## config.mk

```make
export PLATFORM = sky130hd
export DESIGN_NAME = hazard_stall_ctrl
export DESIGN_NICKNAME = d
export VERILOG_FILES = /design/src/rtl/hazard_stall_ctrl.sv
export SDC_FILE = /design/constraint.sdc
export NUM_CORES = 1
export LEC_CHECK = 0
export CORE_UTILIZATION = 25
export DETAILED_ROUTE_END_ITERATION = 7
export GPL_TIMING_DRIVEN = 0
export PLACE_DENSITY = 0.61
export SYNTH_ARGS = -nofsm -noshare
export SYNTH_HDL_FRONTEND = slang
export SYNTH_SLANG_ARGS = --single-unit
```

## constraint.sdc

```tcl
create_clock -name clk -period 6.6 [get_ports clk]
set_input_delay 1.65 -clock clk [delete_from_list [all_inputs] [get_ports clk]]
set_output_delay 1.65 -clock clk [all_outputs]
set_load 0.005 [all_outputs]
```

## src/rtl/hazard_stall_ctrl.sv

```systemverilog
// Hazard controller for the 5-stage pipeline: Tuse/Tnew stall detection, forwarding selects,
// mult/div busy tracking and a saturating stall-cycle counter.
module hazard_stall_ctrl #(
  parameter int unsigned MULT_CYC = 5,
  parameter int unsigned DIV_CYC  = 10,
  parameter int unsigned CNT_W    = 4
) (
  input  logic        clk,
  input  logic        reset,
  input  logic [4:0]  D_A1,
  input  logic [4:0]  D_A2,
  input  logic        D_A1use,
  input  logic        D_A2use,
  input  logic [1:0]  D_Tuse_rs,
  input  logic [1:0]  D_Tuse_rt,
  input  logic        D_is_md,
  input  logic [4:0]  E_A1,
  input  logic [4:0]  E_A2,
  input  logic [4:0]  E_A3,
  input  logic        E_Reg_Write,
  input  logic [3:0]  E_Tnew,
  input  logic        E_md_start,
  input  logic        E_md_div,
  input  logic [4:0]  M_A3,
  input  logic        M_Reg_Write,
  input  logic [3:0]  M_Tnew,
  input  logic [4:0]  W_A3,
  input  logic        W_Reg_Write,
  output logic        PC_en,
  output logic        F_D_en,
  output logic        D_E_clear,
  output logic [1:0]  D_fwd_rs,
  output logic [1:0]  D_fwd_rt,
  output logic [1:0]  E_fwd_rs,
  output logic [1:0]  E_fwd_rt,
  output logic        md_busy,
  output logic [31:0] stall_cnt
);

  localparam logic [CNT_W-1:0] MULT_LD = CNT_W'(MULT_CYC);
  localparam logic [CNT_W-1:0] DIV_LD  = CNT_W'(DIV_CYC);
  localparam logic [31:0]      CNT_MAX = 32'hFFFF_FFFF;

  logic [CNT_W-1:0] md_cnt;
  logic             rs_stall;
  logic             rt_stall;
  logic             md_stall;
  logic             stall;

  // A producer matches only when it writes a non-zero register equal to the consumer's.
  function automatic logic match(input logic [4:0] a, input logic wr, input logic [4:0] a3);
    return wr && (a3 == a) && (a != 5'd0);
  endfunction

  function automatic logic data_hazard(input logic use_a, input logic [4:0] a,
                                       input logic [1:0] tuse);
    return use_a &&
           ((match(a, E_Reg_Write, E_A3) && (E_Tnew > 4'(tuse))) ||
            (match(a, M_Reg_Write, M_A3) && (M_Tnew > 4'(tuse))));
  endfunction

  function automatic logic [1:0] d_sel(input logic [4:0] a);
    if (match(a, E_Reg_Write, E_A3) && (E_Tnew == 4'd0)) return 2'd3;
    if (match(a, M_Reg_Write, M_A3) && (M_Tnew == 4'd0)) return 2'd2;
    return 2'd0;
  endfunction

  function automatic logic [1:0] e_sel(input logic [4:0] a);
    if (match(a, M_Reg_Write, M_A3) && (M_Tnew == 4'd0)) return 2'd2;
    if (match(a, W_Reg_Write, W_A3)) return 2'd1;
    return 2'd0;
  endfunction

  // Stall decision and forwarding selects, all valid in the same cycle.
  always_comb begin
    rs_stall  = 1'b0;
    rt_stall  = 1'b0;
    md_busy   = 1'b0;
    md_stall  = 1'b0;
    stall     = 1'b0;
    PC_en     = 1'b1;
    F_D_en    = 1'b1;
    D_E_clear = 1'b0;
    D_fwd_rs  = 2'd0;
    D_fwd_rt  = 2'd0;
    E_fwd_rs  = 2'd0;
    E_fwd_rt  = 2'd0;

    rs_stall  = data_hazard(D_A1use, D_A1, D_Tuse_rs);
    rt_stall  = data_hazard(D_A2use, D_A2, D_Tuse_rt);
    md_busy   = E_md_start || (md_cnt != '0);
    md_stall  = D_is_md && md_busy;
    stall     = rs_stall || rt_stall || md_stall;

    PC_en     = ~stall;
    F_D_en    = ~stall;
    D_E_clear = stall;
    D_fwd_rs  = d_sel(D_A1);
    D_fwd_rt  = d_sel(D_A2);
    E_fwd_rs  = e_sel(E_A1);
    E_fwd_rt  = e_sel(E_A2);
  end

  // Busy counter; a start while already counting is ignored.
  always_ff @(posedge clk or posedge reset) begin
    if (reset) begin
      md_cnt <= '0;
    end else if (E_md_start && (md_cnt == '0)) begin
      md_cnt <= E_md_div ? DIV_LD : MULT_LD;
    end else if (md_cnt != '0) begin
      md_cnt <= md_cnt - CNT_W'(1);
    end
  end

  // Saturating stall-cycle counter.
  always_ff @(posedge clk or posedge reset) begin
    if (reset) begin
      stall_cnt <= 32'd0;
    end else if (stall && (stall_cnt != CNT_MAX)) begin
      stall_cnt <= stall_cnt + 32'd1;
    end
  end

endmodule

```

==> key figures <==
Logic synthesis
  – Sequential area share after synthesis: 0.3385
  – Synthesized net count: 358
  – Number of synthesized flops with an enable pin: 0
  – Warnings, synthesis: 0
  – Mean Syn Cell Area: 9.177 sq um
  – Async set-reset flop share out of synthesis: 1.000
  – Top_reg_cell synth: dfrtp_1
  – Unique masters post-synth: 44
  – Cell Area, Synth: 2661 sq um
  – Cell count after synthesis: 290
  – Synth Register Bits: 36

Drt
  – Initial drt markers: 82
  – DR pass1 iterations: 4
  – DR DRC count: 0
  – Post-DRT Antenna Nets: 0
  – Vias per cell: 4.723
  – Total wire length: 7307 microns
  – Via Count: roughly 2500
  – Routed len/inst: 13.68 microns

Pwr
  – Peak supply drop: 0.08593 mV
  – Leak: around 1.5 nW
  – Power per cell area: approximately 170 nW/um^2

Finish
  – Register Area: approximately 900 sq um
  – Final #Nets: 466
  – Multi-input gate area in the final layout: 1664 sq um
  – FILL cells: between 1000 and 1500
  – ANT cells: 0
  – Layout area overhead: 47.96%
  – Layout cells sized above 1: 0.06281

Worst setup path
  – Critical Path End Type: output port
  – Number of cells on the critical path: 6
  – Crit-path max cell delay: 0.59 ns
  – Critical path arrival: 4.30 ns
  – Slowest library cell on the worst path: nor4_1
  – Top delay family on crit path: simple AND/OR/NAND/NOR gates
  – CP Buf/Inv Count: 2
  – RR Startpoint: stall_cnt[9]
  – Type of origin of the critical path: primary input
  – Worst r2r path cells: 8
  – CP max FO: 3
  – Setup CP Type: primary input to output port
  – Crit path required time: 4.95 ns
  – Crit-path cells: clkdlybuf4s50_1 > nor4_1 > nand2_1 > or4_1 > nor4_1 > clkdlybuf4s50_1
  – Setup crit start: M_Tnew[1]

Clock tree
  – Clk sinks: 36
  – Cts bufs inserted: 5
  – Setup Buffers After CTS: 0
  – Worst skew pair latency: 0.28 ns
  – H-tree depth: 2
  – Reg clk slew, reported paths: around 0.070 ns
  – CTS tree: built
  – Clk buf depth: 2
  – CTS root buf: clkbuf_8
  – Hold buffers post-CTS: 0
  – CTS resizes: 0

Die
  – Die W: ~110 microns
  – # IOs: 101
  – DIE AREA: 11060 sq um
  – Chip height: 105.2 microns
  – Core ar.: 10320 sq um
  – Row count: 37
  – Starting Density: 0.2578

STA
  – RSZ-0062 raised after global routing: false
  – Final setup fails: 0
  – Crit path time final: 5.955 ns
  – Setup slack after layout: 0.6452 ns
  – Max-slew violation count: 0
  – Worst-margin pin slew: 0.8612 ns
  – Final Skew: 0.003911 ns
  – Hold slack final: 0.4966 ns
  – Period utilization: 0.9022
  – TNS Setup: 0 ns
  – Slew margin rel.: 0.4252
  – Final Hold Viols: 0
  – Fmax: about 170 MHz

Global route
  – First-pass GRT wire length: 11920 microns
  – Vias in the first global route: 2626
  – Antenna violations before repair: 0
  – GRT Total Usage: 0.1348
  – Global route overflow: 0
  – Largest net degree at the start of global routing: 22

Placed design
  – Final HPWL DP: 6103 microns
  – Dpl ws: 0.6437 ns
  – Number of I/O port buffers: 100
  – GPL Wtd Cong: 0.8521

Hold path
  – Worst hold path class: flop to flop
  – Hold path start: stall_cnt[12]
  – Worst Hold Depth: 1

Job
  – Max-Cap Viols: 0

Outcome
  – Status: finished clean
-- synth_stat cells, types with 2 or more instances --
library cell  instances  area, sq um
xnor2_1              50        437.9
dfrtp_1              36        900.9
nand2_1              25        93.84
xor2_1               20        175.2
nand3_1              19        95.09
nand4_1              15        93.84
nor2_1               15        56.30
and3_1               13        81.33
inv_1                12        45.04
ha_1                 11        137.6
nor4_1                9        56.30
nor3_1                8        40.04
a21oi_1               5        25.02
or4_1                 5        37.54
and4_1                4        35.03
nor2b_1               4        25.02
o21ai_0               4        20.02
a211oi_1              3        22.52
buf_6                 3        33.78
a31oi_1               2        12.51
and2_1                2        12.51
buf_2                 2        10.01
or2_2                 2        12.51
-- sequential cells by signal, indices dropped and copies added (netlist names) --
| register | cells |
|---|---|
| stall_cnt | 32 |
| md_cnt | 4 |
-- per-layer routing --
layer	up-vias	global-route usage	share of wire	wire length [microns]
met1	1158	0.1411	0.39	2843
met2	108	0.2479	0.49	3604
met5	-	0	0	0
met3	13	0.05115	0.096	700
met4	0	0.04125	0.022	159
li1	1243	-	-	-
-- cells in the final DEF, fill, tap and decap left out, drive strengths merged, types with 2 or more instances in the layout --
cell and n:
xnor2 50, nand3 20, or4 5, and2 2, mux2 2, nor4 10
clkbuf 6, xor2 20, nand4 15, nor2b 4, dfrtp 36, o21ai 4
a31oi 2, clkdlybuf4s50 100, ha 11, buf 7, and4 4, or2 2
a211oi 3, nor3 9, nor2 16, and3 14, inv 12, a21oi 5
nand2 26
-- logic make-up after synthesis --
logic type                 synth area share
adders and majority gates           0.05172
xor gates and xnor gates             0.2304
AOI/OAI and AO/OA                   0.05830
buffers and inverters               0.03620
muxes                               0.01222
and+or+nand+nor                      0.2727
DFF                                  0.3385
-- final timing paths --
kind                                      end  slack, ns
max in group asynchronous       stall_cnt[18]       4.18
worst max register to register  stall_cnt[18]       4.37
worst min register to register  stall_cnt[12]       0.50
min in group asynchronous        stall_cnt[0]       1.85
worst min-delay path            stall_cnt[12]       0.50
worst max-delay path              E_fwd_rs[1]       0.65
-- worst reg2reg max path, cell delays in order (launching register included) --
cell	delay, ns
dfrtp_1	0.45
nand4_1	0.20
nor3_2	0.24
nand3_2	0.18
nor2_2	0.32
nand2_1	0.17
buf_2	0.23
and3_2	0.23
a21oi_1	0.13
-- cell type report --
class | count | area share
sequential | 36 | 0.2288
clock inverter | 1 | 0.001271
tap | 136 | 0.04322
inverter | 12 | 0.01144
buffer | 6 | 0.01303
timing repair buffer | 101 | 0.2612
clock buffer | 6 | 0.01843
multi-input combinational | 236 | 0.4226
-- per-stage QoR --
stage / total power, mW / std cells / utilization / cell area, sq um
detailed placement: 0.5423 / 527 / 0.3739 / 3860
finish: 0.6793 / 534 / 0.3814 / 3938
floorplan: 0.4145 / 290 / - / 2661
global placement: 0.5316 / 526 / 0.3712 / 3832
CTS: 0.6892 / 534 / 0.3814 / 3938
global route: 0.7281 / 534 / 0.3814 / 3938
-- report_power, final --
part	internal [mW]	switching, mW
Sequential	0.255	0.0334
Clock	0.0717	0.0739
Combinational	0.144	0.101
Total	0.471	0.208
Power figures use the tool's default switching activity.
